**src/rtl/midi_pkg.sv**
```systemverilog
// Shared constants, state encodings and helpers for the MIDI transmit path.
// Imported by the byte serialiser and the message sequencer.
package midi_pkg;

  localparam logic [3:0] MIDI_NOTE_OFF = 4'h8;
  localparam logic [3:0] MIDI_NOTE_ON  = 4'h9;
  localparam logic [7:0] STATUS_NONE   = 8'h00;

  // Message byte positions; a running-status message starts at IDX_KEY.
  localparam logic [1:0] IDX_STATUS = 2'd0;
  localparam logic [1:0] IDX_KEY    = 2'd1;
  localparam logic [1:0] IDX_VEL    = 2'd2;

  // Message sequencer states.
  localparam logic [0:0] SEQ_IDLE = 1'b0;
  localparam logic [0:0] SEQ_SEND = 1'b1;

  // Byte serialiser states.
  typedef enum logic [1:0] {
    TX_IDLE  = 2'd0,
    TX_START = 2'd1,
    TX_DATA  = 2'd2,
    TX_STOP  = 2'd3
  } tx_state_e;

  function automatic logic [7:0] note_status(input logic note_on, input logic [3:0] channel);
    return {(note_on ? MIDI_NOTE_ON : MIDI_NOTE_OFF), channel};
  endfunction

  function automatic int div_width(input int div);
    return (div > 1) ? $clog2(div) : 1;
  endfunction

endpackage

```
**src/rtl/uart_byte_tx.sv**
```systemverilog
// 8N1 byte serialiser: start bit, eight data bits LSB first, stop bit,
// each lasting div_last+1 clocks. A start seen at the end of a stop bit chains the next byte with no gap.
module uart_byte_tx
  import midi_pkg::*;
#(
  parameter int DIV_W = 12
) (
  input  logic             clk,
  input  logic             rst_n,
  input  logic             start,
  input  logic [7:0]       data,
  input  logic [DIV_W-1:0] div_last,
  output logic             sout,
  output logic             done
);

  tx_state_e        state_r;
  logic [DIV_W-1:0] cnt_r;
  logic [2:0]       bit_r;
  logic [7:0]       shift_r;
  logic             sout_r;
  logic             tc_s;

  assign tc_s = (cnt_r == div_last);
  // done is a same-cycle strobe so the sequencer can present the next byte on the very edge the stop bit ends.
  assign done = (state_r == TX_STOP) && tc_s;
  assign sout = sout_r;

  // Line state machine with per-bit baud counter reload.
  always_ff @(posedge clk or negedge rst_n) begin
    if (!rst_n) begin
      state_r <= TX_IDLE;
      cnt_r   <= {DIV_W{1'b0}};
      bit_r   <= 3'd0;
      shift_r <= 8'h00;
      sout_r  <= 1'b1;
    end else begin
      case (state_r)
        TX_IDLE: begin
          if (start) begin
            state_r <= TX_START;
            cnt_r   <= {DIV_W{1'b0}};
            shift_r <= data;
            sout_r  <= 1'b0;
          end
        end
        TX_START: begin
          if (tc_s) begin
            state_r <= TX_DATA;
            cnt_r   <= {DIV_W{1'b0}};
            bit_r   <= 3'd0;
            sout_r  <= shift_r[0];
            shift_r <= {1'b0, shift_r[7:1]};
          end else begin
            cnt_r <= cnt_r + DIV_W'(1);
          end
        end
        TX_DATA: begin
          if (tc_s) begin
            cnt_r <= {DIV_W{1'b0}};
            if (bit_r == 3'd7) begin
              state_r <= TX_STOP;
              sout_r  <= 1'b1;
            end else begin
              bit_r   <= bit_r + 3'd1;
              sout_r  <= shift_r[0];
              shift_r <= {1'b0, shift_r[7:1]};
            end
          end else begin
            cnt_r <= cnt_r + DIV_W'(1);
          end
        end
        TX_STOP: begin
          if (tc_s) begin
            cnt_r <= {DIV_W{1'b0}};
            if (start) begin
              state_r <= TX_START;
              shift_r <= data;
              sout_r  <= 1'b0;
            end else begin
              state_r <= TX_IDLE;
              sout_r  <= 1'b1;
            end
          end else begin
            cnt_r <= cnt_r + DIV_W'(1);
          end
        end
        default: begin
          state_r <= TX_IDLE;
          cnt_r   <= {DIV_W{1'b0}};
          sout_r  <= 1'b1;
        end
      endcase
    end
  end

endmodule

```
**src/rtl/midi_tx.sv**
```systemverilog
// MIDI OUT transmitter: accepts note events, formats Note On/Off messages
// with optional running status, and serialises them as 8N1 UART.
module midi_tx
  import midi_pkg::*;
#(
  parameter int CLOCK_FREQ     = 100000000,
  parameter int BAUD_RATE      = 31250,
  parameter int RUNNING_STATUS = 1
) (
  input  logic       clk,
  input  logic       rst_n,
  input  logic       ev_valid,
  output logic       ev_ready,
  input  logic       ev_note_on,
  input  logic [3:0] ev_channel,
  input  logic [6:0] ev_key,
  input  logic [6:0] ev_velocity,
  output logic       sout,
  output logic       busy
);

  localparam int               DIV      = CLOCK_FREQ / BAUD_RATE;
  localparam int               DIV_W    = div_width(DIV);
  localparam logic [DIV_W-1:0] DIV_LAST = DIV_W'(DIV - 1);
  localparam logic             RS_EN    = (RUNNING_STATUS != 0);

  logic [0:0] seq_r;
  logic       ev_ready_r;
  logic       busy_r;
  logic       start_r;
  logic [1:0] idx_r;
  logic [7:0] cache_r;
  logic [7:0] status_r;
  logic [7:0] key_r;
  logic [7:0] vel_r;

  logic       accept_s;
  logic       skip_s;
  logic       more_s;
  logic       tx_start_s;
  logic       tx_done_s;
  logic [1:0] tx_idx_s;
  logic [7:0] ev_status_s;
  logic [7:0] tx_data_s;

  // Handshake, running-status decision and next-byte selection.
  always_comb begin
    accept_s    = ev_valid && ev_ready_r;
    ev_status_s = note_status(ev_note_on, ev_channel);
    skip_s      = RS_EN && (ev_status_s == cache_r);
    more_s      = (idx_r != IDX_VEL);
    tx_start_s  = start_r || (tx_done_s && more_s && (seq_r == SEQ_SEND));
    // The first byte of a message is idx_r itself; chained bytes are the one after it.
    tx_idx_s    = start_r ? idx_r : (idx_r + 2'd1);
    case (tx_idx_s)
      IDX_STATUS: tx_data_s = status_r;
      IDX_KEY:    tx_data_s = key_r;
      IDX_VEL:    tx_data_s = vel_r;
      default:    tx_data_s = 8'h00;
    endcase
  end

  // Message sequencer: capture, byte index, status cache and ready/busy flags.
  always_ff @(posedge clk or negedge rst_n) begin
    if (!rst_n) begin
      seq_r      <= SEQ_IDLE;
      ev_ready_r <= 1'b1;
      busy_r     <= 1'b0;
      start_r    <= 1'b0;
      idx_r      <= IDX_STATUS;
      cache_r    <= STATUS_NONE;
      status_r   <= 8'h00;
      key_r      <= 8'h00;
      vel_r      <= 8'h00;
    end else begin
      start_r <= accept_s;
      case (seq_r)
        SEQ_IDLE: begin
          if (accept_s) begin
            seq_r      <= SEQ_SEND;
            ev_ready_r <= 1'b0;
            busy_r     <= 1'b1;
            status_r   <= ev_status_s;
            key_r      <= {1'b0, ev_key};
            vel_r      <= {1'b0, ev_velocity};
            idx_r      <= skip_s ? IDX_KEY : IDX_STATUS;
          end
        end
        SEQ_SEND: begin
          if (tx_done_s) begin
            if (idx_r == IDX_STATUS) begin
              cache_r <= status_r;
            end
            if (more_s) begin
              idx_r <= idx_r + 2'd1;
            end else begin
              seq_r      <= SEQ_IDLE;
              ev_ready_r <= 1'b1;
              busy_r     <= 1'b0;
              idx_r      <= IDX_STATUS;
            end
          end
        end
        default: begin
          seq_r      <= SEQ_IDLE;
          ev_ready_r <= 1'b1;
          busy_r     <= 1'b0;
          idx_r      <= IDX_STATUS;
        end
      endcase
    end
  end

  uart_byte_tx #(
    .DIV_W(DIV_W)
  ) u_byte_tx (
    .clk     (clk),
    .rst_n   (rst_n),
    .start   (tx_start_s),
    .data    (tx_data_s),
    .div_last(DIV_LAST),
    .sout    (sout),
    .done    (tx_done_s)
  );

  assign ev_ready = ev_ready_r;
  assign busy     = busy_r;

endmodule
```
**config.mk**
```make
export PLATFORM = sky130hd
export DESIGN_NAME = midi_tx
export DESIGN_NICKNAME = d
export VERILOG_FILES = /design/src/rtl/midi_pkg.sv /design/src/rtl/uart_byte_tx.sv /design/src/rtl/midi_tx.sv
export SDC_FILE = /design/constraint.sdc
export NUM_CORES = 1
export LEC_CHECK = 0
export CAP_MARGIN = 5
export CORE_MARGIN = 2
export CORE_UTILIZATION = 55
export CTS_BUF_LIST = sky130_fd_sc_hd__clkbuf_8
export CTS_CLUSTER_DIAMETER = 200
export DETAILED_ROUTE_END_ITERATION = 16
export PLACE_DENSITY_LB_ADDON = 0.08
export SYNTH_ARGS = -nofsm -noshare
export SYNTH_HDL_FRONTEND = slang
export SYNTH_SLANG_ARGS = --single-unit
```
**constraint.sdc**
```tcl
create_clock -name clk -period 4.2 [get_ports clk]
set_clock_uncertainty 0.2 [all_clocks]
set_input_delay 0.42 -clock clk [delete_from_list [all_inputs] [get_ports clk]]
set_output_delay 0.42 -clock clk [all_outputs]
set_load 0.02 [all_outputs]
```
==> impl_metrics.csv <==
group,metric,value,unit
yosys,synth.cell_area,0.00299,mm^2
routing,viasPerCell,5.70,
sta,setup_tns,0,ns
grt,grt_overflow,0,
power,max-vdd-ir-drop,0.000222,V
sta,finalSetupViolCount,0,
clocking,clk_latency,0.33,ns
sta,finalCritPeriodShare,58.9,%
yosys,synth-edff-count,0,
yosys,ys.flop_type,"dfrtp_1",
sta,max_slew_margin,31.9,%
clocking,cts_inserted_buffers,9,
grt,grt_pass1_vias,2108,
layout,fin_area,0.00348,mm^2
run,cap_violations,0,
clocking,cts_sinks,58,
grt,antenna_found_initial,0,
setup_path,path_max_fanout,6,
clocking,cts_resized,0,
layout,syn2layout_area_growth,16.4,%
place,place_area,0.00329,mm^2
clocking,cts_setup_buffers,0,
routing,postRouteAntennaNets,0,
yosys,synthCells,271,
die,dieHeight,77.8,um
place,dpl.hpwl,3840,um
grt,grt_max_degree,32,
setup_path,crit_family,"simple AND/OR/NAND/NOR gates",
setup_path,critPathLaunchType,"register",
die,dieArea,0.00605,mm^2
yosys,synth_area_leaders,"dfrtp_1, mux2_2, ha_1",
sta,worstMarginPinSlew,1.02,ns
setup_path,worstPathArrival,2.49,ns
sta,fin_crit,2.48,ns
layout,diodes,0,
yosys,avgSynthCellArea,11.0,um^2
sta,drv_slew,0,
clocking,cts_buffer_depth,2,
clocking,cts_root_buf,"clkbuf_8",
setup_path,reg2regPathDepth,5,
yosys,synth_top_area_share,46.8,%
hold_path,worstHoldStart,"ev_ready",
setup_path,r2r_setup_slack,1.72,ns
sta,fmax,404,MHz
routing,vias,2125,
setup_path,worst-path-buf-inv,0,
layout,nets,332,
die,num_io_pins,25,
die,core_area,0.00517,mm^2
setup_path,worst-endpoint-required,4.22,ns
yosys,yosys_warnings,0,
die,initial_core_util,57.8,%
setup_path,cp-end-kind,"register",
sta,hold_viol,0,
routing,dr.pass1.iters,4,
die,dieWidth,77.8,um
power,p_leak,1.64,nW
place,place_inst,357,
layout,final_cells,373,
yosys,synth-async-reset-ratio,100,%
routing,drc,0,
die,rows,26,
hold_path,min_path_cells,2,
yosys,synth-seq-cells,58,
setup_path,max_stage_delay,0.50,ns
clocking,clk_pin_slew,0.06,ns
hold_path,hp-class,"register to register",
setup_path,critPathKind,"register to register",
status,status,"completed",
setup_path,critPathSlowestCell,"nor4_1",
clocking,cts_tree,"yes",
layout,drive_gt1_share,19.5,%
power,p_per_area,310,mW/mm^2
setup_path,reg2reg_from,"u_byte_tx.cnt_r[0]",
yosys,ys_seq_area_share,48.6,%
place,gp_congestion,0.777,
clocking,htree_levels,3,
setup_path,critical_path.reg2reg.endpoint,"cache_r[2]",
sta,rsz0062_at_grt,"no",
yosys,syn_nets,304,
routing,wl_per_cell,14.5,um
grt,grt_pass1_wl,9600,um
yosys,yosys.area.top_type,"dfrtp_1",
hold_path,min_to,"ev_ready",
routing,drt_wl_total,5410,um
setup_path,path_cells,"ha_1 > nand3_1 > nor4_1 > nand4_1 > mux2_2",
place,portBuffers,24,
routing,drt_iter0_drc,106,
grt,track_usage,20.3,%
yosys,yosys.cell_types.count,45,
[layer usage]
layer,global-route usage [%],up-vias,wire length [um],part of all wire (%)
met1,25.9,1038,2560,47
met2,32.6,33,2570,48
li1,-,1040,-,-
met5,0,-,0,0
met4,10.9,0,127,2.3
met3,3.95,14,143,2.6
[Yosys cell counts (2+ instances only)]
cell / n
a21o_2: 2
a21oi_1: 7
a222oi_1: 2
a22oi_1: 5
a31oi_1: 4
and2_1: 3
buf_1: 3
clkbuf_1: 5
dfrtp_1: 56
dfstp_2: 2
ha_1: 11
inv_1: 14
mux2_2: 32
mux2i_1: 10
nand2_1: 18
nand2b_1: 3
nand3_1: 8
nand3b_1: 2
nand4_1: 4
nor2_1: 12
nor2b_1: 3
nor3_1: 5
nor4_1: 2
o21a_1: 2
o21ai_0: 26
o22ai_1: 2
o31ai_1: 2
o41ai_1: 3
or2_2: 2
xnor2_1: 2
xor2_1: 5
[kinds of logic after synthesis]
family,count (synthesis),synth area share (%)
buffers and inverters,23,2.93
adder cells (fa/ha/maj),11,4.60
flip-flops,58,48.6
AO/OA/AOI/OAI,62,13.7
AND/OR/NAND/NOR,68,12.7
multiplexers,42,15.4
XOR/XNOR,7,2.05
[worst reg2reg max path: stages (launching register included)]
cell	delay, ns
dfrtp_1	0.40
ha_1	0.22
nand3_1	0.24
nor4_1	0.50
nand4_1	0.40
mux2_2	0.39
[how the worst max path moves through the flow]
| stage | startpoint | to | slack, ns | depth (start not counted) |
|---|---|---|---|---|
| after floorplan | u_byte_tx.state_r[0] | u_byte_tx.shift_r[0] | 1.96 | 6 |
| after global placement | ev_valid | idx_r[0] | 1.54 | 5 |
| after detailed placement | ev_valid | idx_r[0] | 1.51 | 5 |
| after CTS | u_byte_tx.cnt_r[0] | cache_r[2] | 1.71 | 5 |
| after global routing | u_byte_tx.cnt_r[0] | u_byte_tx.cnt_r[3] | 1.51 | 6 |
| final | u_byte_tx.cnt_r[0] | cache_r[2] | 1.72 | 5 |
[power by group]
| part | switching [W] | internal, W | total (W) |
|---|---|---|---|
| combinational | 0.0000151 | 0.0000190 | 0.0000341 |
| sequential | 0 | 0.000559 | 0.000559 |
| clock | 0.000207 | 0.000280 | 0.000487 |
| total | 0.000222 | 0.000858 | 0.00108 |
[final cells by class]
type                            instances  area, um^2
Fill cell                             398        1690
Timing Repair Buffer                   26         253
Multi-Input combinational cell        190        1450
Tap cell                               70        87.6
Clock inverter                          5        47.5
Sequential cell                        58        1450
Inverter                               14        52.6
Clock buffer                           10         138
[registers in the layout, indices dropped and copies added (netlist names), 2 cells and up]
| signal | flops |
|---|---|
| key_r | 7 |
| u_byte_tx.state_r | 2 |
| cache_r | 6 |
| u_byte_tx.bit_r | 3 |
| status_r | 6 |
| idx_r | 2 |
| u_byte_tx.shift_r | 8 |
| vel_r | 7 |
| u_byte_tx.cnt_r | 12 |
[layout by cell type (no fill, tap or decap), drive strengths merged, types with 3 or more instances in the layout]
cell           count
inv               16
nor4               3
o41ai              4
clkbuf            10
a22oi              5
mux2i             10
nand4              4
dfrtp             56
a21oi              7
nor2              12
ha                11
nand2             18
a31oi              4
mux2              32
clkdlybuf4s50     23
o21ai             26
nand3              8
xor2               5
and2               3
nand2b             3
nor2b              3
nor3               5
[through the flow]
stage,util [%],setup slack (ns),hold slack [ns],power [W]
2_1_floorplan,-,1.96,-0.0756,0.000571
3_3_place_gp,63.5,1.54,0.264,0.000603
3_5_place_dp,63.5,1.51,0.272,0.000604
4_1_cts,67.3,1.71,0.282,0.00109
5_1_grt,67.3,1.51,0.314,0.00112
6_report,67.3,1.72,0.279,0.00108
[what timing repair did]
item,in CTS,in global routing
hold endpoints to repair,25,0
hold buffers,1,0
setup endpoints to repair,0,0
No activity file was read; power rests on OpenSTA's default activity.
